[config.mk]
export PLATFORM = sky130hd
export DESIGN_NAME = uart_tx_ctrl
export DESIGN_NICKNAME = d
export VERILOG_FILES = /design/src/rtl/uart_tx_ctrl.sv
export SDC_FILE = /design/constraint.sdc
export NUM_CORES = 1
export LEC_CHECK = 0
export BUFFER_PORTS_ARGS = -buffer_cell sky130_fd_sc_hd__buf_2
export CAP_MARGIN = 20
export CORE_ASPECT_RATIO = 0.9
export CORE_MARGIN = 10
export CORE_UTILIZATION = 45
export CTS_BUF_LIST = sky130_fd_sc_hd__clkbuf_2
export DETAILED_ROUTE_END_ITERATION = 10
export PLACE_DENSITY = 0.64
export REMOVE_ABC_BUFFERS = 1
export SETUP_SLACK_MARGIN = 0.02
export SLEW_MARGIN = 20
export SYNTH_ARGS = -nofsm -noshare
export SYNTH_HDL_FRONTEND = slang
export SYNTH_SLANG_ARGS = --single-unit
export TNS_END_PERCENT = 5
[constraint.sdc]
create_clock -name CLK -period 2.3 [get_ports CLK]
set_clock_uncertainty 0.2 [all_clocks]
set_input_delay 0 -clock CLK [delete_from_list [all_inputs] [get_ports CLK]]
set_output_delay 0 -clock CLK [all_outputs]
set_load 0.005 [all_outputs]
[src/rtl/uart_tx_ctrl.sv]
// ---------------------------------------------------------------------------
// uart_tx_ctrl
//
// Serial frame transmitter. Each CLK cycle carries one serial bit. A frame is
// a start bit (0), DATA_WIDTH payload bits LSB first, an optional parity bit
// supplied by an external parity calculator, and a stop bit (1).
//
// Parameters
//   DATA_WIDTH  payload bits per frame, 1..16
//
// Ports
//   CLK         bit clock, rising edge active
//   RST         asynchronous, active-low reset
//   P_DATA      parallel payload, captured on the accept edge
//   Data_Valid  transmit request, only honoured while idle
//   PAR_EN      parity enable, captured on the accept edge
//   Par_Bit     parity bit from the external parity calculator
//   TX_OUT      registered serial line, idles high
//   Busy        registered frame-in-progress flag (also drives the parity
//               calculator's BUSY input)
// ---------------------------------------------------------------------------
module uart_tx_ctrl #(
    parameter int DATA_WIDTH = 8
) (
    input  logic                  CLK,
    input  logic                  RST,
    input  logic [DATA_WIDTH-1:0] P_DATA,
    input  logic                  Data_Valid,
    input  logic                  PAR_EN,
    input  logic                  Par_Bit,
    output logic                  TX_OUT,
    output logic                  Busy
);

    // Counter only has to reach DATA_WIDTH-1; keep at least one bit so the
    // DATA_WIDTH=1 case still elaborates.
    localparam int CNT_W = (DATA_WIDTH > 1) ? $clog2(DATA_WIDTH) : 1;
    localparam logic [CNT_W-1:0] LAST_BIT = CNT_W'(DATA_WIDTH - 1);

    typedef enum logic [2:0] {
        IDLE   = 3'd0,
        START  = 3'd1,
        DATA   = 3'd2,
        PARITY = 3'd3,
        STOP   = 3'd4
    } state_t;

    state_t                state;
    logic [DATA_WIDTH-1:0] shift_reg;
    logic [CNT_W-1:0]      bit_cnt;
    logic                  par_en_q;

    // TX_OUT and Busy are registered, so every branch loads the value the
    // line must carry during the state being entered, not the current one.
    //
    // NOTE: all state here uses non-blocking assignments so every register
    // sees pre-edge values of its peers; blocking would make the result
    // depend on statement order within the block.
    always_ff @(posedge CLK or negedge RST) begin
        if (!RST) begin
            // NOTE: the payload shifter and counter are reset along with the
            // control state so a frame aborted by reset leaves nothing
            // behind; they are small registers, not a memory array.
            state     <= IDLE;
            shift_reg <= '0;
            bit_cnt   <= '0;
            par_en_q  <= 1'b0;
            TX_OUT    <= 1'b1;
            Busy      <= 1'b0;
        end else begin
            case (state)
                IDLE: begin
                    TX_OUT <= 1'b1;
                    Busy   <= 1'b0;
                    if (Data_Valid) begin
                        shift_reg <= P_DATA;
                        par_en_q  <= PAR_EN;
                        bit_cnt   <= '0;
                        state     <= START;
                        TX_OUT    <= 1'b0;
                        Busy      <= 1'b1;
                    end
                end

                START: begin
                    // Present payload bit 0 and line up bit 1 behind it.
                    state     <= DATA;
                    TX_OUT    <= shift_reg[0];
                    shift_reg <= shift_reg >> 1;
                    Busy      <= 1'b1;
                end

                DATA: begin
                    Busy <= 1'b1;
                    if (bit_cnt == LAST_BIT) begin
                        // The parity slot's register is loaded on the edge
                        // that enters PARITY; the calculator output has been
                        // stable since well before this edge.
                        if (par_en_q) begin
                            state  <= PARITY;
                            TX_OUT <= Par_Bit;
                        end else begin
                            state  <= STOP;
                            TX_OUT <= 1'b1;
                        end
                    end else begin
                        TX_OUT    <= shift_reg[0];
                        shift_reg <= shift_reg >> 1;
                        bit_cnt   <= bit_cnt + CNT_W'(1);
                    end
                end

                PARITY: begin
                    state  <= STOP;
                    TX_OUT <= 1'b1;
                    Busy   <= 1'b1;
                end

                STOP: begin
                    // Forces at least one idle cycle between frames.
                    state  <= IDLE;
                    TX_OUT <= 1'b1;
                    Busy   <= 1'b0;
                end

                // NOTE: the explicit default recovers from unused encodings
                // to a safe idle line instead of holding an undefined state.
                default: begin
                    state  <= IDLE;
                    TX_OUT <= 1'b1;
                    Busy   <= 1'b0;
                end
            endcase
        end
    end

endmodule

==> out/results.tsv <==
metric	value	unit
status	complete, no violations	
fillers	172	
io_pins	15	
grt_setup_unrepaired	false	
setup_viol	0	
finalWirelength	2030	um
wl_per_cell	14.1	um
drtAntennaViolNets	0	
yosys_warnings	0	
ys_ff_latch	17	
instances_no_fill	144	
cts_tree	done	
area_growth	32.0	%
drcViolationCount	0	
use_met1	14.2	%
core_area	1910	um2
post_cts_buffers	0	
r2r_cells	5	
netlist_instances	86	
layout_min_cycle_time	2.13	ns
numCtsBuffers	3	
async_reset_ff_share	100	%
die_area	4210	um2
nets	135	
num_vias	803	
grt_pass1_vias	723	
clock.fmax	471	MHz
grt_use_met2	13.5	%
tns	0	ns
grt_pass1_wl	3370	um
maxCapViolCount	0	
overflow	0	
powerDensity	1220	nW/um2
cp.required	2.32	ns
crit_path_max_fanout	9	
clock-root-buffer	clkbuf_2	
fp.dieH	62.6	um
synth_top_area_share	44.2	%
synth_top_area_cell	dfrtp_1	
arrival	2.15	ns
first_pass_iters	4	
htree_num_levels	1	
drive_above_1_share	24.4	%
die_x	67.3	um
largest_reg_flops	8	
worstSkewPairLatency	0.29	ns
whs_path_depth	4	
initial_utilization	47.3	%
via_per_inst	5.58	
grt_max_degree	17	
leakage	0.528	nW
grt_usage	9.94	%
multi_input_area	432	um2
ff_latch_area	427	um2
hold_path_class	in2reg	
worst_slew_pin_slew	0.733	ns
synth_edf_count	0	
path_class	reg2reg	
dpl.cell_count	124	
gp_congestion	0.751	
drt_iter0_drc	10	
synth_top_flop_cell	dfrtp_1	
clock_path_buffers	2	
syn_avg_cell_area	10.5	um2
ys_seq_area_share	47.1	%
drv_slew	0	
std_cell_rows	15	
synth_cell_types	34	
hold_violations	0	
syn_area	906	um2
clk_pin_slew_worst_paths	0.18	ns
post-dp-hpwl	1370	um
grt_use_met3	3.23	%
fin_crit_sh	92.4	%
peakVddDrop	0.000716	V
endpoint_kind	flop	
synthTopCellsByArea	dfrtp_1 (44%), a221oi_1 (6.8%), a2bb2oi_1 (6.8%)	
maxSlewHeadroom	51.0	%
num_antenna_cells	0	
clkSinkCount	17	
worst_setup_path_start_kind	flop	
grt-busiest-layer	met1	
antenna_found_initial	0	
port_buffers	14	
## worst paths after layout
kind | start | endpoint | slack (ns)
max | bit_cnt[0] | shift_reg[6] | 0.17
min | P_DATA[2] | shift_reg[2] | 0.30
max reg2reg | bit_cnt[0] | shift_reg[6] | 0.17
min reg2reg | bit_cnt[1] | bit_cnt[1] | 0.35
max in group asynchronous | RST | shift_reg[7] | 0.28
min in group asynchronous | RST | TX_OUT | 0.48
## report_power, final
group          internal [mW]  switching (mW)
registers              0.448           0.102
logic                  0.399           0.379
clock network         0.0394          0.0965
total                  0.886           0.577
## Yosys cell counts, types with 2 or more instances
cell and number:
dfrtp_1 16, o21ai_0 11, a221oi_1 7, a2bb2oi_1 7, inv_1 5, a22o_1 3
clkbuf_1 3, a21oi_1 2, a31o_2 2, and2_1 2, ha_1 2, nand2_1 2
nor2_1 2, nor3_1 2
## layer usage
layer	wire, um	part of all wire, %	vias up
met1	1030	51	387
met5	0	0	-
li1	-	-	399
met2	872	43	15
met3	116	5.7	2
met4	12	0.59	0
## through the flow
stage	power, mW	instance area (um2)	utilization (%)	hold WS [ns]	setup slack, ns
after CTS	1.47	1190	62.2	0.284	0.162
after floorplan	1.09	871	-	-0.496	0.284
after global placement	1.29	1010	52.7	-0.261	0.238
after global routing	1.59	1200	62.5	0.309	0.0452
final	1.46	1200	62.5	0.300	0.175
after detailed placement	1.30	1010	52.7	-0.254	0.201
## cells by family (layout without fill, tap and decap cells)
family | after synthesis | after routing | share of synthesized area (%)
xor+xnor | 2 | 2 | 1.93
simple gates | 15 | 15 | 9.95
buf+inv | 11 | 44 | 5.94
fa+ha+maj | 2 | 2 | 2.76
flops | 17 | 17 | 47.1
compound gates | 39 | 39 | 32.3
## worst max-delay path: stages (launching register included)
cell and delay [ns]:
dfrtp_1 0.45, ha_1 0.21, ha_1 0.18, or3b_1 0.52, a21oi_4 0.31, a2bb2oi_1 0.19
## cell usage in the layout, fill, tap and decap left out, types with 3 or more instances in the layout
master / count
a2bb2oi_1: 7
dlygate4sd3_1: 16
o21ai_0: 11
clkbuf_2: 3
dfrtp_1: 16
buf_2: 14
inv_1: 5
a221oi_1: 7
buf_4: 5
a22o_1: 3
## final cells by class
type,instances,share of cell area (%)
Clock buffer,3,1.26
Clock inverter,1,0.418
Inverter,5,1.57
Multi-Input combinational cell,58,36.1
Sequential cell,17,35.7
Tap cell,25,2.62
Timing Repair Buffer,35,22.4
## what timing repair did
action / CTS / global route
hold buffers: 16 / 0
setup endpoints to repair: 0 / 1
endpoints found under the hold margin: 30 / 0
resized for setup: 0 / 1
(Power assumes the default switching activity.)
